$ cat config.mk
export PLATFORM = sky130hd
export DESIGN_NAME = fa_coef_loader
export DESIGN_NICKNAME = d
export VERILOG_FILES = /design/src/rtl/fa_coef_loader.sv
export SDC_FILE = /design/constraint.sdc
export NUM_CORES = 1
export LEC_CHECK = 0
export CORE_MARGIN = 5
export CORE_UTILIZATION = 60
export DETAILED_ROUTE_END_ITERATION = 12
export PLACE_DENSITY = 0.86
export SETUP_SLACK_MARGIN = 0.15
export SYNTH_ARGS = -nofsm -noshare
export SYNTH_HDL_FRONTEND = slang
export SYNTH_SLANG_ARGS = --single-unit
$ cat constraint.sdc
create_clock -name clk -period 2.7 [get_ports clk]
set_input_delay 0.405 -clock clk [delete_from_list [all_inputs] [get_ports clk]]
set_output_delay 0.405 -clock clk [all_outputs]
set_load 0.02 [all_outputs]
$ cat src/rtl/fa_coef_loader.sv
`default_nettype none
// ============================================================================
// Module      : fa_coef_loader
// Description : Reloadable BWN alpha coefficient table; stream load, registered read.
// Revision    : 1.0 - initial release
// ============================================================================
module fa_coef_loader #(
    parameter int WIDTH_A = 12,
    parameter int DEPTH   = 40,
    parameter int DW      = 16
) (
    input  logic               clk,
    input  logic               rst_n,
    input  logic               start_i,
    input  logic               in_valid_i,
    input  logic [DW-1:0]      in_data_i,
    output logic               in_ready_o,
    output logic               done_o,
    output logic [WIDTH_A-1:0] load_cnt_o,
    input  logic [WIDTH_A-1:0] rd_addr_i,
    output logic [DW-1:0]      rd_coef_o,
    output logic               rd_err_o
);

    localparam int AW = (DEPTH > 1) ? $clog2(DEPTH) : 1;
    // One extra bit so the count can reach DEPTH even when DEPTH == 2**WIDTH_A.
    localparam logic [WIDTH_A:0] c_DEPTH = (WIDTH_A+1)'(DEPTH);
    localparam logic [WIDTH_A:0] c_LAST  = (WIDTH_A+1)'(DEPTH - 1);
    localparam logic [WIDTH_A:0] c_ONE   = (WIDTH_A+1)'(1);

    typedef enum logic [1:0] {
        IDLE = 2'd0,
        LOAD = 2'd1,
        FULL = 2'd2
    } state_t;

    state_t            state_q, state_d;
    logic [WIDTH_A:0]  cnt_q, cnt_d;
    logic [DW-1:0]     mem_q [DEPTH];
    logic [DW-1:0]     rd_coef_q;
    logic              rd_err_q;

    logic              w_beat;
    logic              w_wr_en;
    logic [AW-1:0]     w_wr_idx;
    logic [AW-1:0]     w_rd_idx;
    logic              w_rd_ok;

    assign w_beat   = in_valid_i && (state_q == LOAD);
    assign w_rd_ok  = {1'b0, rd_addr_i} < c_DEPTH;
    assign w_rd_idx = rd_addr_i[AW-1:0];

    always_comb begin
        state_d  = state_q;
        cnt_d    = cnt_q;
        w_wr_en  = 1'b0;
        w_wr_idx = cnt_q[AW-1:0];
        unique case (state_q)
            IDLE: begin
                if (start_i) begin
                    state_d = LOAD;
                    cnt_d   = '0;
                end
            end
            LOAD: begin
                // A start during a load rewinds to entry 0; a same-cycle beat lands there.
                if (start_i) begin
                    w_wr_idx = '0;
                    cnt_d    = w_beat ? c_ONE : '0;
                    w_wr_en  = w_beat;
                    if (w_beat && (DEPTH == 1)) begin
                        state_d = FULL;
                    end
                end else if (w_beat) begin
                    w_wr_en = 1'b1;
                    cnt_d   = cnt_q + c_ONE;
                    if (cnt_q == c_LAST) begin
                        state_d = FULL;
                    end
                end
            end
            FULL: begin
                if (start_i) begin
                    state_d = LOAD;
                    cnt_d   = '0;
                end
            end
            default: begin
                state_d = IDLE;
                cnt_d   = '0;
            end
        endcase
    end

    always_ff @(posedge clk or negedge rst_n) begin
        if (!rst_n) begin
            state_q <= IDLE;
            cnt_q   <= '0;
        end else begin
            state_q <= state_d;
            cnt_q   <= cnt_d;
        end
    end

    // Read samples mem_q before this edge's write, so a same-entry read sees the old value.
    always_ff @(posedge clk or negedge rst_n) begin
        if (!rst_n) begin
            for (int i = 0; i < DEPTH; i++) begin
                mem_q[i] <= '0;
            end
            rd_coef_q <= '0;
            rd_err_q  <= 1'b0;
        end else begin
            if (w_wr_en) begin
                mem_q[w_wr_idx] <= in_data_i;
            end
            rd_coef_q <= w_rd_ok ? mem_q[w_rd_idx] : '0;
            rd_err_q  <= !w_rd_ok;
        end
    end

    assign in_ready_o = (state_q == LOAD);
    assign done_o     = (state_q == FULL);
    assign load_cnt_o = cnt_q[WIDTH_A-1:0];
    assign rd_coef_o  = rd_coef_q;
    assign rd_err_o   = rd_err_q;

endmodule
`default_nettype wire
# Yosys cells after proc, flatten, opt, wreduce, memory -nomap -nowiden
# Index checks and enable logic that the tools add are counted.
# word_totals
out_inout_bits,31
input_bits,32
word_cells,88
register_bits,672
# op_classes
n_addsub,1
mux,22
magnitude_cmp,4
reduce_logical,7
eq_ne,8
n_bitwise,2
# op_table
op,n
$bwmux 640,1
$bmux 16 s6,1
$demux 16 s6,1
$mux 16,4
$mux 13,3
$pmux 13 s2,1
$ge 7x7->1 const B,2
$not 6->7,2
$add 13x1->13 const B,1
$eq 13x6->1 const B,1
$lt 12x6->1 const B,1
$mux 6,2
$mux 2,4
$lt 7x1->1 const B,1
$ne 2x1->1 const B,3
$mux 1,4
$pmux 2 s2,1
$reduce_and 4->1,1
$ne 3x2->1 const B,1
$eq 2x1->1 const B,1
$eq 2x2->1 const B,1
$logic_and 1x1->1,2
$logic_not 2->1,1
$ne 2x2->1 const B,1
other kinds (3),3

# Depth between registers and ports, before layout
# logic_depth
depth_word,8
ltp_mapped,9
mapped_depth_nobuf,5

# Worst setup path before layout
# No wires, ideal clock.
# synth_timing
path_kind,flip-flop to flip-flop
start,reg state_q[1]
end,reg mem_q[245] in the netlist's numbering
arrival_time_ps,2034
setup_ps,125
setup_slack_ps,542
t_required_ps,2575
period_less_slack_ps,2158
path_buffers,2
stages_incl_launch_ff,7
cell_sequence,dfrtp_1 -> buf_4 -> and2b_1 -> o211ai_2 -> nor2_2 -> buf_2 -> mux2_2
# synth_via
elab_chain_cells,8
word_cells_on_any_way,13
classes_between,2 x order compare; 1 x eq/ne; 7 x mux; 1 x bitwise; 2 x reduce/logical
# synth_lines
element,line,source
"start, declared",37,"state_t state_q, state_d;"
"start signal, assigned",100,state_q <= state_d;
$eq 2x1->1 *,-,
named net in_ready_o,17,"output logic in_ready_o,"
$mux 6,58,unique case (state_q)
$not 6->7 (implied by the code),115,mem_q[w_wr_idx] <= in_data_i;
$ge 7x7->1 (implied by the code) or $lt 7x1->1 (tied branches),115,
$logic_and 1x1->1 (implied by the code),115,
$mux 16 (implied by the code),115,
$demux 16 s6,115,
$bwmux 640,115,
"end signal, assigned by index",115,
"end, declared",39,logic [DW-1:0] mem_q [DEPTH];
# The timed path passes the listed nets; every way through them passes the cells marked *.
# A chain may end at the register's enable or synchronous reset.

# Final worst setup path
# layout_timing
start,reg state_q[0]
end,out in_ready_o
# layout_via
elab_chain_cells,1
# layout_lines
element,line,source
$eq 2x1->1,122,assign in_ready_o = (state_q == LOAD);
"end, declared",17,
# Every way passes these cells.

==> impl_metrics.py <==
metrics = {
    "die": {
        "die_h_um": 238,
        "die_area_um2": 56500,
        "start_util_pct": 60.6,
        "dieWidth_um": 238,
        "num_rows": 83,
        "core_um2": 51400,
        "io_pins": 63,
    },
    "layout": {
        "antenna_cells": 0,
        "syn_to_final_growth_pct": 14.1,
        "drive_above_1_share_pct": 42.9,
        "stdcell_area_um2": 35500,
        "fin_nets": 2187,
    },
    "power": {
        "p_sw_share_pct": 23.7,
        "p_sw_mw": 5.30,
        "p_seq_share_pct": 48.7,
        "power_frac_comb_pct": 9.3,
        "p_leak_nw": 17.3,
        "internal_power_mw": 17.1,
        "power_density_nw_per_um2": 631,
        "irDropWorstVdd_mv": 0.529,
        "clkPwrFrac_pct": 42.0,
    },
    "sta": {
        "post-route-period-util_pct": 90.8,
        "slew-limit-headroom_pct": 9.79,
        "worstMarginPinSlew_ns": 1.35,
        "post-route-min-period_ns": 2.45,
        "holdWs_ns": 0.360,
        "skew_ns": 0.0215,
        "fmax_mhz": 408,
        "maxSlewViolCount": 0,
        "finalSetupViolCount": 0,
        "setup_ws_ns": 0.248,
        "rsz0062_at_grt": "false",
        "hold_violations": 0,
    },
    "synth": {
        "yosys_warnings": 0,
        "yosysTopAreaCell": "dfrtp_1",
        "synth_ff_type": "dfrtp_1",
        "synth_edf_count": 0,
        "yosys-top-cells-count": "dfrtp_1 (672), mux2_2 (532), mux2_1 (124), mux2i_1 (112), mux4_2 (112)",
        "synth.avg_cell_area_um2": 15.1,
        "synth_area_leaders": "dfrtp_1 (54%), mux2_2 (19%), mux4_2 (8.1%)",
        "synth_fp_nets": 2096,
        "async_flop_share_pct": 100,
        "synth_top_area_share_pct": 54.0,
        "yosysSeqAreaShare_pct": 54.0,
        "synth.ff_latch_count": 672,
        "synth_area_um2": 31100,
        "synth.most_common_cell": "dfrtp_1",
        "synth_cells": 2063,
        "ys_types": 62,
    },
    "clocking": {
        "worstSkewPairLatency_ns": 0.61,
        "cts_made_buffers": 69,
        "cts_tree": "done",
        "cts_max_path_buffers": 3,
        "holdBufCountCts": 1,
        "cts.clk_slew.worst_paths_ns": 0.06,
        "htree_levels": 3,
        "cts_resized": 0,
        "cts_root_buf": "clkbuf_16",
        "postCtsSetupBuffers": 0,
        "cts_sinks": 672,
    },
    "outcome": {
        "status": "completed",
    },
    "critical_path": {
        "critPathKind": "reg -> out",
        "crit_family": "buffers and inverters",
        "critPathLaunch": "state_q[0]$_DFFE_PN0P_",
        "reg2reg_from": "state_q[0]$_DFFE_PN0P_",
        "cp.arrival_ns": 2.05,
        "crit_buf_inv": 1,
        "crit_chain": "and2b_1 -> clkdlybuf4s50_1",
        "cp-end-kind": "primary output",
        "cpMaxStageDelayCell": "clkdlybuf4s50_1",
        "crit_required_ns": 2.30,
        "cp_max_fo": 12,
        "startpoint_type": "flop",
        "max_stage_delay_ns": 0.63,
    },
    "global_routing": {
        "globalRouteTotalUtil_pct": 28.0,
        "grt_pass1_vias": 20600,
        "grt_max_degree": 102,
        "grt_first_pass_wirelength_mm": 123,
        "grt_overflow": 0,
        "antenna_found_initial": 0,
    },
    "place": {
        "dpl_worst_slack_ns": -0.0602,
        "postPlaceCellArea_um2": 33300,
        "gp_congestion": 0.844,
        "port_buffers": 62,
        "place_hpwl_mm": 49.5,
    },
    "flow_run": {
        "maxCapViolations": 0,
    },
    "detailed_routing": {
        "via_per_inst": 6.48,
        "firstDrtPassIters": 5,
        "final_antenna_net_count": 0,
        "drt_iter0_markers": 1703,
        "wl_per_cell_um": 27.0,
        "vias": 18700,
        "finalWirelength_mm": 77.9,
        "drcViolationCount": 0,
    },
    "min_path": {
        "hp-class": "in -> async",
    },
}
==> layer usage <==
metal | part of all wire [%] | up-vias | GRT usage [%] | routed length [um]
met5 | 0 | - | 0 | 0
met4 | 4.5 | 0 | 11.4 | 3470
met3 | 5.5 | 224 | 4.92 | 4260
met2 | 51 | 609 | 47.0 | 39300
met1 | 40 | 10000 | 36.6 | 30800
li1 | - | 7854 | - | -
==> per-stage QoR <==
stage                     total power [mW]  util, %  TNS [ns]  instances
after global placement                13.0     64.8   -0.0901       2762
after detailed placement              13.2     64.8    -0.255       2762
after global routing                  23.1     69.1         0       2886
final                                 22.4     69.1         0       2886
after floorplan                       12.2        -         0       2063
after CTS                             22.5     69.1         0       2886
==> kinds of logic after synthesis <==
| group | Yosys count | share of synthesized area, % |
|---|---|---|
| DFF | 672 | 54.0 |
| and+or+nand+nor | 162 | 3.69 |
| muxes | 880 | 35.4 |
| buffers and inverters | 202 | 3.29 |
| xor gates and xnor gates | 4 | 0.113 |
| adders and majority gates | 1 | 0.0402 |
| AOI/OAI and AO/OA | 142 | 3.40 |
==> layout make-up <==
type	instances	area, um2
fill	3236	15900
tap	680	851
clock buffer	109	2080
timing repair buffer	218	2330
clock inverter	14	148
sequential	672	16800
inverter	4	15.0
multi-input combinational	1189	13300
==> final timing paths <==
kind / to / slack (ns) / cells after the start
worst max-delay path: in_ready_o / 0.25 / 2
worst min-delay path: mem_q[124]$_DFFE_PN0P_ / 0.36 / 2
worst max register to register: mem_q[427]$_DFFE_PN0P_ / 0.38 / 5
worst min register to register: mem_q[504]$_DFFE_PN0P_ / 0.48 / 1
max in group asynchronous: mem_q[185]$_DFFE_PN0P_ / 1.27 / 3
min in group clk: rd_err_o$_DFF_PN0_ / 0.43 / 3
==> power groups by stage <==
stage	sequential [mW]	clock [mW]	combinational [mW]
3_5_place_dp	11.1	0	2.06
4_1_cts	10.9	9.50	2.08
3_3_place_gp	11.0	0	1.98
5_1_grt	11.0	9.93	2.22
2_1_floorplan	11.0	0	1.26
6_report	10.9	9.41	2.08
==> placed cells by master, fill, tap and decap left out, drive strengths merged, types with 15 or more instances in the layout <==
cell type,count
mux2,656
a22oi,32
o41ai,16
clkdlybuf4s50,58
or2,17
nand3,15
mux2i,112
nor2,28
mux4,112
a211oi,16
clkbuf,110
nor2b,22
dfrtp,672
a21oi,24
buf,158
nand2,25
==> sequential cells by signal (all words and copies together), names as in the netlist <==
name,count
cnt_q,13
mem_q,640
rd_coef_o,16
rd_err_o,1
state_q,2
Power figures use the tool's default switching activity.
